### config.mk
export PLATFORM = sky130hd
export DESIGN_NAME = seg_snake_ring
export DESIGN_NICKNAME = d
export VERILOG_FILES = /design/src/rtl/seg_snake_ring.sv
export SDC_FILE = /design/constraint.sdc
export NUM_CORES = 1
export LEC_CHECK = 0
export BUFFER_PORTS_ARGS = -buffer_cell sky130_fd_sc_hd__buf_2
export CAP_MARGIN = 10
export CORE_MARGIN = 10
export CORE_UTILIZATION = 35
export CTS_CLUSTER_DIAMETER = 120
export DETAILED_ROUTE_END_ITERATION = 8
export GPL_TIMING_DRIVEN = 0
export SLEW_MARGIN = 40
export SYNTH_ARGS = -nofsm -noshare
export SYNTH_HDL_FRONTEND = slang
export SYNTH_SLANG_ARGS = --single-unit
### constraint.sdc
create_clock -name clk -period 3 [get_ports clk]
set_clock_uncertainty 0.1 [all_clocks]
set_input_delay 0.45 -clock clk [delete_from_list [all_inputs] [get_ports clk]]
set_output_delay 0.45 -clock clk [all_outputs]
set_load 0.05 [all_outputs]
### src/rtl/seg_snake_ring.sv
// seg_snake_ring: snake animation running around the perimeter of a row of 7-segment digits
module seg_snake_ring #(
   parameter int          DIGITS   = 4,
   parameter int          MAX_LEN  = 6,
   parameter int          INIT_LEN = 3,
   parameter int          DIV_W    = 26,
   parameter logic [23:0] SEED     = 24'h1A037,
   localparam int         P        = 2*DIGITS+4,
   localparam int         PW       = $clog2(P),
   localparam int         LW       = $clog2(MAX_LEN+1)
) (
   input  logic                  clk,
   input  logic                  rst,
   input  logic [3:0]            speed,
   input  logic                  run,
   input  logic                  rev_req,
   input  logic                  grow,
   input  logic                  shrink,
   input  logic                  auto_rev,
   output logic [DIGITS*8-1:0]   segs,
   output logic [PW-1:0]         head_pos,
   output logic [LW-1:0]         len,
   output logic                  dir,
   output logic                  step
);
   localparam int IW = MAX_LEN > 1 ? $clog2(MAX_LEN) : 1;
   localparam int SW = $clog2(DIGITS*8);
   localparam int CW = DIV_W > 1 ? $clog2(DIV_W) : 1;

   function automatic int seg_of(input int i);
      return i < DIGITS        ? i*8 :
             i == DIGITS       ? (DIGITS-1)*8+1 :
             i == DIGITS+1     ? (DIGITS-1)*8+2 :
             i <= 2*DIGITS+1   ? (2*DIGITS+1-i)*8+3 :
             i == 2*DIGITS+2   ? 4 : 5;
   endfunction

   logic [PW-1:0]    hist_q [MAX_LEN];
   logic [PW-1:0]    hist_d [MAX_LEN];
   logic [LW-1:0]    len_q, len_d;
   logic             dir_q, dir_d;
   logic             rev_p_q, rev_p_d;
   logic             grow_p_q, grow_p_d;
   logic             shrink_p_q, shrink_p_d;
   logic             p1_q, p1_d;
   logic             p2_q, p2_d;
   logic [DIV_W-1:0] cnt_q, cnt_d;
   logic [23:0]      lfsr_q, lfsr_d;
   logic [CW-1:0]    sel;
   logic             act, rev_act, adv;
   logic [PW-1:0]    nxt_head;

   always_comb begin
      segs = '0;
      for (int k = 0; k < MAX_LEN; k++)
         if (k < int'(len_q)) segs[SW'(seg_of(int'(hist_q[k])))] = 1'b1;
      segs[SW'(seg_of(int'(hist_q[0])) / 8 * 8 + 7)] = 1'b1;
      head_pos = hist_q[0];
      len = len_q;
      dir = dir_q;
      step = p1_q & ~p2_q;
   end

   always_comb begin
      sel = int'(speed) > DIV_W-1 ? '0 : CW'(DIV_W-1-int'(speed));
      cnt_d = cnt_q + 1'b1;
      lfsr_d = {lfsr_q[22:0], lfsr_q[23] ^ lfsr_q[22] ^ lfsr_q[21] ^ lfsr_q[16]};
      p1_d = cnt_q[sel];
      p2_d = p1_q;
      act = step & run;
      rev_act = act & (rev_p_q | (auto_rev & (lfsr_q[1:0] == 2'b00)));
      adv = act & ~rev_act;
      nxt_head = dir_q ? (hist_q[0] == '0 ? PW'(P-1) : hist_q[0] - 1'b1)
                       : (hist_q[0] == PW'(P-1) ? '0 : hist_q[0] + 1'b1);
      dir_d = dir_q ^ rev_act;
      // new pulses are OR'd in after the clear so a same-cycle pulse survives
      rev_p_d = (rev_p_q & ~rev_act) | rev_req;
      grow_p_d = (grow_p_q & ~adv) | grow;
      shrink_p_d = (shrink_p_q & ~adv) | shrink;
      len_d = (!adv || grow_p_q == shrink_p_q) ? len_q :
              grow_p_q ? (len_q == LW'(MAX_LEN) ? len_q : len_q + 1'b1) :
                         (len_q == LW'(1) ? len_q : len_q - 1'b1);
      hist_d = hist_q;
      if (adv) begin
         hist_d[0] = nxt_head;
         for (int k = 1; k < MAX_LEN; k++) hist_d[k] = hist_q[k-1];
      end
      for (int k = 0; k < MAX_LEN; k++)
         if (rev_act && k < int'(len_q)) hist_d[k] = hist_q[IW'(int'(len_q)-1-k)];
   end

   always_ff @(posedge clk or posedge rst)
      if (rst) begin
         for (int k = 0; k < MAX_LEN; k++) hist_q[k] <= PW'((P-k) % P);
         len_q <= LW'(INIT_LEN);
         dir_q <= 1'b0;
         rev_p_q <= 1'b0;
         grow_p_q <= 1'b0;
         shrink_p_q <= 1'b0;
         p1_q <= 1'b0;
         p2_q <= 1'b0;
         cnt_q <= '0;
         lfsr_q <= SEED;
      end else begin
         hist_q <= hist_d;
         len_q <= len_d;
         dir_q <= dir_d;
         rev_p_q <= rev_p_d;
         grow_p_q <= grow_p_d;
         shrink_p_q <= shrink_p_d;
         p1_q <= p1_d;
         p2_q <= p2_d;
         cnt_q <= cnt_d;
         lfsr_q <= lfsr_d;
      end
endmodule

# Yosys cells after proc, flatten, opt, wreduce, memory -nomap -nowiden
# Cells that the tools add are included.
[totals]
output_inout_bits = 41
word_cells = 245
reg_bits = 83
[op_classes]
addsub = 26
n_reduce_logical = 25
n_eq_ne = 24
muxes = 83
bitwise_logic = 33
order_cmp = 39
[ops]
columns = ["operator", "n"]
rows = [
  ["2-to-1 mux 32 bit", 10],
  ["OR 32 bit", 6],
  ["2-to-1 mux 5 bit", 20],
  ["2-to-1 mux 4 bit", 21],
  ["equality test 4 bit, second input constant", 19],
  ["binary-select mux 4 bit (select 3 bit)", 6],
  ["less-than comparator 5 x 7 -> 1 bit, second input constant", 7],
  ["demux 1 bit (select 5 bit)", 7],
  ["greater-or-equal comparator 5 x 1 -> 1 bit, second input constant", 7],
  ["adder 26 x 1 -> 26 bit, second input constant", 1],
  ["adder 5 x 3 -> 5 bit, second input constant", 5],
  ["greater-or-equal comparator 3 x 4 -> 1 bit, second input constant", 6],
  ["<= comparator 4 bit, second input constant", 6],
  ["less-than comparator 4 x 3 -> 1 bit, second input constant", 6],
  ["2-to-1 mux 24 bit", 1],
  ["NOT 3 bit", 6],
  ["2-to-1 mux 1 bit", 14],
  ["logical AND 1 bit", 13],
  ["nonzero test 2 bit", 6],
  ["subtractor 3 bit, second input constant", 4],
  ["subtractor 1 x 2 -> 2 bit, first input constant", 5],
  ["adder 8 x 3 -> 9 bit, second input constant", 1],
  ["bitwise AND 1 bit", 9],
  ["2-to-1 mux 3 bit", 3],
  ["27 further kinds", 41],
]

# Depth between registers and ports, before layout
# Gate-level depths: netlist of the first run.
[depth]
depth_word = 22
mapped_depth = 10
depth_no_buf = 9

# Worst setup path after synthesis of the first run
# Ideal clock, no wire load.
[synth_timing]
path_kind = "flip-flop to output port"
from = "register len_q[1] (netlist: len[1])"
to = "output segs[4]"
t_required_ns = 2.450
arrival_time_ns = 3.539
stages_incl_launch_ff = 7
slack_ns = -1.089
path_cell_list = "dfstp_2 -> clkbuf_1 -> inv_1 -> ha_1 -> o21bai_1 -> and2_1 -> o311ai_0"
[synth_via]
elab_chain_len = 13
elab_cells_between_ends = 18
cone_classes = "6 x order compare; 6 x mux; 6 x bitwise"
[synth_rtl]
columns = ["element", "line_no", "rtl"]
rows = [
  ["start: declaration", "40", "logic [LW-1:0] len_q, len_d;"],
  ["start signal: assignment", "95", "len_q <= LW'(INIT_LEN);"],
  ["start signal: assignment", "106", "len_q <= len_d;"],
  ["less-than comparator 1 x 3 -> 1 bit", "56", "if (k < int'(len_q)) segs[SW'(seg_of(int'(hist_q[k])))] = 1'b1;"],
  ["2-to-1 mux 32 bit", "56", ""],
  ["OR 32 bit (no line)", "-", ""],
  ["2-to-1 mux 32 bit", "56", ""],
  ["OR 32 bit (no line)", "-", ""],
  ["2-to-1 mux 32 bit", "56", ""],
  ["OR 32 bit (no line)", "-", ""],
  ["2-to-1 mux 32 bit", "56", ""],
  ["OR 32 bit (no line)", "-", ""],
  ["2-to-1 mux 32 bit", "56", ""],
  ["OR 32 bit (no line)", "-", ""],
  ["2-to-1 mux 32 bit (*)", "56", ""],
  ["OR 32 bit (no line) (*)", "-", ""],
  ["end: declaration", "20", "output logic [DIGITS*8-1:0] segs,"],
]
# Mark *: on every way between the ends. The rest lies on a longest branch, timed or not.

# Worst setup path after layout of the first run
[layout_timing]
from = "register len_q[0] (netlist: len[0])"
to = "output segs[4]"
# The elaborated chain is that of the path after synthesis.

==> impl_metrics.json, run 1 <==
{
  "switchingPower_uw": 1560,
  "nNetsFinal": 639,
  "overflow": 0,
  "ys_types": 67,
  "clock_power_share": 0.264,
  "ys_seq_elements": 83,
  "drt-initial-drc-count": 315,
  "avgSynthCellArea_um2": 10.4,
  "initial_core_util": 0.356,
  "die_y_um": 147,
  "hold_violations": 0,
  "ys.flop_type": "dfrtp_1",
  "synth_top_area_frac": 0.277,
  "cts_hold_buf": 0,
  "cp-end-kind": "output port",
  "startpoint_type": "flip-flop",
  "firstDrtPassIters": 5,
  "synth_cells": 541,
  "swShare": 0.393,
  "syn_area_um2": 5610,
  "r2r_slack_ns": 0.20,
  "post-synth-top-area-cell": "dfrtp_1",
  "vias": 4669,
  "fillers": 1558,
  "setup_viol": 0,
  "pin_count": 52,
  "crit_required_ns": 2.45,
  "grt_usage": 0.150,
  "multi_input_area_um2": 3230,
  "vias_per_cell": 5.59,
  "p_per_area_nw_per_um2": 590,
  "worst_path_most_repeated_cell": "buf_6",
  "numCtsBuffers": 9,
  "worstPathArrival_ns": 2.39,
  "fmax_ghz": 0.340,
  "drive_above_1_share": 0.281,
  "routabilityCongestion": 0.963,
  "htreeDepth": 3,
  "hp-class": "primary input to async pin",
  "cp_max_fo": 10,
  "cap_violations": 0,
  "slew_violations": 0,
  "syn_to_final_growth_pct": 19.5,
  "crit_chain": "buf_6, buf_6, o211ai_1, or4b_2, o311ai_2, buf_6",
  "dieArea_um2": 21500,
  "antenna_found_initial": 0,
  "cts_sinks": 83,
  "clkSlewWorstSetupHoldPaths_ns": 0.07,
  "clockRootBuffer": "clkbuf_16",
  "vdd_ir_drop_max_uv": 459,
  "ys_seq_area_frac": 0.375,
  "worst_slew_pin_slew_ns": 0.743,
  "async_flop_share": 1.00,
  "dp_slack_ns": -0.458,
  "intPower_uw": 2400,
  "outcome": "completed",
  "yosysWarnings": 0,
  "ant_nets": 0,
  "slew_headroom": 0.504,
  "period_share": 0.979,
  "clkLatencyLatePin_ns": 0.35,
  "power_frac_seq": 0.339,
  "avgRoutedWirePerCell_um": 19.5,
  "fin_ws_ns": 0.0625,
  "synth-edff-count": 0,
  "cts_tree": "yes",
  "r2r_cells": 8,
  "crit_slowest_cell": "or4b_2",
  "cts_buffer_depth": 2,
  "drt_wl_total_mm": 16.2,
  "crit_type": "flip-flop to output port",
  "total_leakage_power_uw": 0.00291,
  "place.detailed.hpwl_mm": 11.6,
  "synthTopCellsByArea": "dfrtp_1 28%, dfstp_2 9.8%, mux2i_1 8.0%",
  "n_antenna_cell": 0,
  "comb_power_share": 0.397,
  "std_cell_rows": 46,
  "grt_pass1_wl_mm": 26.1,
  "slowest_delay_ns": 0.66,
  "drc_errors": 0,
  "die_w_um": 147,
  "grt_max_degree": 48,
  "fin_crit_ns": 2.94,
  "portBuffers": 25,
  "grt_pass1_vias": 4623,
  "timing.hold.ws_ns": 0.0286,
  "seq_area_um2": 2110,
  "core_area_um2": 15800
}
[repair_timing]
| item | CTS | global route |
|---|---|---|
| endpoints found under the setup margin | 30 | 13 |
| pin swaps | 3 | 4 |
| gates resized for setup | 34 | 17 |
| gates cloned | 0 | 0 |
| buffers inserted | 9 | 7 |
[power groups by stage]
stage | clock [uW] | combinational (uW) | sequential [uW]
detailed placement | 0 | 1410 | 1340
CTS | 1080 | 1510 | 1310
global route | 1130 | 1690 | 1350
global placement | 0 | 1390 | 1340
floorplan | 0 | 1070 | 1330
finish | 1040 | 1570 | 1340
[registers in the layout, summed over array words and instances (netlist names)]
| register | flops |
|---|---|
| cnt_q | 26 |
| dir | 1 |
| grow_p_q | 1 |
| head_pos | 4 |
| hist_q | 20 |
| len | 3 |
| lfsr_q | 24 |
| p1_q | 1 |
| p2_q | 1 |
| rev_p_q | 1 |
| shrink_p_q | 1 |
[kinds of logic (layout without fill, tap and decap cells)]
kind of cell | after synthesis | after routing | synth area share
and+or+nand+nor | 137 | 137 | 0.135
DFF | 83 | 83 | 0.375
buffers and inverters | 94 | 148 | 0.0837
xor gates and xnor gates | 38 | 38 | 0.0661
other | 1 | 25 | 0.000669
AOI/OAI and AO/OA | 102 | 102 | 0.131
adders and majority gates | 14 | 14 | 0.0312
muxes | 72 | 72 | 0.177
[cell usage in the layout, fill, tap and decap left out, types with 20 or more instances in the layout]
cell      Yosys  routed
nand3_1      21      21
dfrtp_1      62      60
conb_1        1      25
buf_4        28      46
clkbuf_1     31      21
buf_2         9      27
mux2i_1      45      45
inv_1        24      20
xnor2_1      29      29
dfstp_2      21      21
nand2_1      22      22
[path summary, 6_finish.rpt]
check,start,to
max,len[0]$_DFFE_PP1P_,segs[4]
min,rst,hist_q[4]$_DFFE_PP0P_
max reg2reg,len[1]$_DFFE_PP1P_,hist_q[17]$_DFFE_PP1P_
min reg2reg,lfsr_q[10]$_DFF_PP0_,lfsr_q[11]$_DFF_PP0_
max in group asynchronous,rst,len[0]$_DFFE_PP1P_
min in group clk,shrink,shrink_p_q$_DFF_PP0_
[stage by stage]
stage	std cells	utilization	total power, uW	area [um2]	setup TNS [ns]
floorplan	565	-	2400	5720	-0.0392
global placement	806	0.388	2730	6120	-44.26
detailed placement	807	0.390	2750	6140	-5.78
CTS	830	0.418	3910	6590	0
global route	835	0.425	4160	6700	-0.0207
finish	835	0.425	3950	6700	0
[worst max-delay path, delay by kind of cell (launching register included)]
family                 cells  cell delay [ns]
AO/OA/AOI/OAI              2             0.29
buffers and inverters      3             0.54
flip-flops                 1             0.55
AND/OR/NAND/NOR            1             0.66
[per-layer routing]
metal	routed length, um	track usage
met1	6840	0.192
met5	0	0
met2	7740	0.236
met3	1170	0.0399
met4	488	0.0611
[Yosys cell counts (18+ instances only)]
| cell type | instances |
|---|---|
| mux2i_1 | 45 |
| nor3_1 | 20 |
| dfrtp_1 | 62 |
| buf_4 | 28 |
| nand3_1 | 21 |
| clkbuf_1 | 31 |
| xnor2_1 | 29 |
| mux4_2 | 18 |
| nand2_1 | 22 |
| dfstp_2 | 21 |
| a21oi_1 | 21 |
| inv_1 | 24 |
[final cells by class]
| cell class | count | share of cell area |
|---|---|---|
| buffer | 66 | 0.0626 |
| clock inverter | 5 | 0.00579 |
| multi-input combinational | 388 | 0.482 |
| tap | 216 | 0.0404 |
| inverter | 24 | 0.0159 |
| clock buffer | 11 | 0.0362 |
| sequential | 83 | 0.314 |
| timing repair buffer | 42 | 0.0428 |
Power figures use the tool's default switching activity.
==> inputs of run 2 (changes only) <==
RECOVER_POWER = 50   (was not set)
==> impl_metrics.json, run 2 (synthesized netlist as in run 1, its figures left out) <==
{
  "clkSlewWorstSetupHoldPaths_ns": 0.06,
  "worst_slew_pin_slew_ns": 2.03,
  "startpoint_type": "flip-flop",
  "cap_violations": 1,
  "cts_tree": "yes",
  "overflow": 0,
  "vdd_ir_drop_max_uv": 459,
  "clkLatencyLatePin_ns": 0.35,
  "cts_hold_buf": 0,
  "grt_usage": 0.150,
  "largest_reg_flops": 26,
  "finalPower_uw": 3950,
  "drt-initial-drc-count": 333,
  "worstPathArrival_ns": 2.38,
  "htreeDepth": 3,
  "pin_count": 52,
  "slowest_delay_ns": 0.65,
  "slew_headroom": -0.364,
  "avgRoutedWirePerCell_um": 19.4,
  "grt_max_degree": 48,
  "nNetsFinal": 639,
  "seq_area_um2": 2110,
  "std_cell_rows": 46,
  "vias_per_cell": 5.54,
  "cts_buffer_depth": 2,
  "total_leakage_power_uw": 0.00290,
  "hp-class": "primary input to flip-flop",
  "multi_input_area_um2": 3230,
  "fillers": 1560,
  "drc_errors": 0,
  "cp_max_fo": 10,
  "syn_to_final_growth_pct": 19.1,
  "setup_viol": 0,
  "routabilityCongestion": 0.963,
  "die_y_um": 147,
  "dieArea_um2": 21500,
  "clockRootBuffer": "clkbuf_16",
  "crit_type": "flip-flop to output port",
  "cts_sinks": 83,
  "hold_violations": 0,
  "grt_pass1_vias": 4623,
  "fin_setup_tns_ns": 0,
  "p_per_area_nw_per_um2": 592,
  "core_area_um2": 15800,
  "numCtsBuffers": 9,
  "drt_wl_total_mm": 16.2,
  "n_antenna_cell": 0,
  "place.detailed.hpwl_mm": 11.6,
  "final_common_cell": "dfrtp_1",
  "die_w_um": 147,
  "worst_path_most_repeated_cell": "buf_6",
  "outcome": "finished, violations left",
  "crit_slowest_cell": "or4b_2",
  "initial_core_util": 0.356,
  "crit_required_ns": 2.45,
  "portBuffers": 25,
  "regMostFlops": "cnt_q",
  "layout_common_cells": "60 x dfrtp_1, 46 x buf_4, 45 x mux2i_1",
  "antenna_found_initial": 0,
  "period_share": 0.976,
  "vias": 4622,
  "reg_top3": "cnt_q x26, lfsr_q x24, hist_q x20",
  "fin_crit_ns": 2.93,
  "ant_nets": 0,
  "grt_pass1_wl_mm": 26.1,
  "fmax_ghz": 0.341,
  "slew_violations": 48,
  "firstDrtPassIters": 5,
  "cp-end-kind": "output port",
  "drive_above_1_share": 0.276,
  "violations": "capacitance limit, slew limit",
  "crit_chain": "buf_6, buf_6, o211ai_1, or4b_2, o311ai_2, buf_6"
}
==> run 2: repair_timing <==
item | in CTS | in global routing
buffers inserted | 9 | 7
endpoints found under the setup margin | 30 | 13
endpoints found under the hold margin | 0 | 0
pin swaps | 3 | 4
gates resized for setup | 34 | 17
==> run 2: cell type report <==
class	instances	share of cell area
buffer	66	0.0628
inverter	24	0.0154
clock buffer	11	0.0363
tap	216	0.0405
multi-input combinational	388	0.483
clock inverter	5	0.00581
sequential	83	0.315
timing repair buffer	42	0.0407
==> run 2: power by group <==
part,switching [uW],leakage (uW),internal (uW)
clock,461,0.000136,586
combinational,991,0.00173,578
sequential,107,0.00103,1230
==> run 2: path summary, 6_finish.rpt <==
path | from | end | slack (ns) | depth (start not counted)
max | len[0]$_DFFE_PP1P_ | segs[4] | 0.07 | 6
min | shrink | shrink_p_q$_DFF_PP0_ | 0.19 | 2
max reg2reg | len[1]$_DFFE_PP1P_ | hist_q[17]$_DFFE_PP1P_ | 0.20 | 8
min reg2reg | lfsr_q[10]$_DFF_PP0_ | lfsr_q[11]$_DFF_PP0_ | 0.25 | 0
max in group asynchronous | rst | len[2]$_DFFE_PP0P_ | 0.56 | 3
min in group asynchronous | rst | cnt_q[10]$_DFF_PP0_ | 0.53 | 2
==> run 2: metrics by stage <==
step	std cells	setup WS [ns]	instance area [um2]	utilization	hold slack, ns
final	835	0.0710	6680	0.424	0.187
after floorplan	565	-0.0337	5720	-	0.231
after global routing	835	-0.0207	6680	0.424	0.198
after CTS	830	0.00612	6590	0.418	0.0340
after global placement	806	-0.627	6120	0.388	0.235
after detailed placement	807	-0.458	6140	0.390	0.235
==> run 2: routing by layer <==
metal | up-vias | global-route usage | share of wire
li1 | 2088 | - | -
met2 | 189 | 0.236 | 0.47
met4 | 0 | 0.0611 | 0.036
met3 | 48 | 0.0399 | 0.070
met1 | 2297 | 0.192 | 0.42
met5 | - | 0 | 0
==> run 2: worst max-delay path, delay by kind of cell (launching register included) <==
kind | cells | cell delay (ns)
flops | 1 | 0.55
simple gates | 1 | 0.65
buf+inv | 3 | 0.54
compound gates | 2 | 0.28
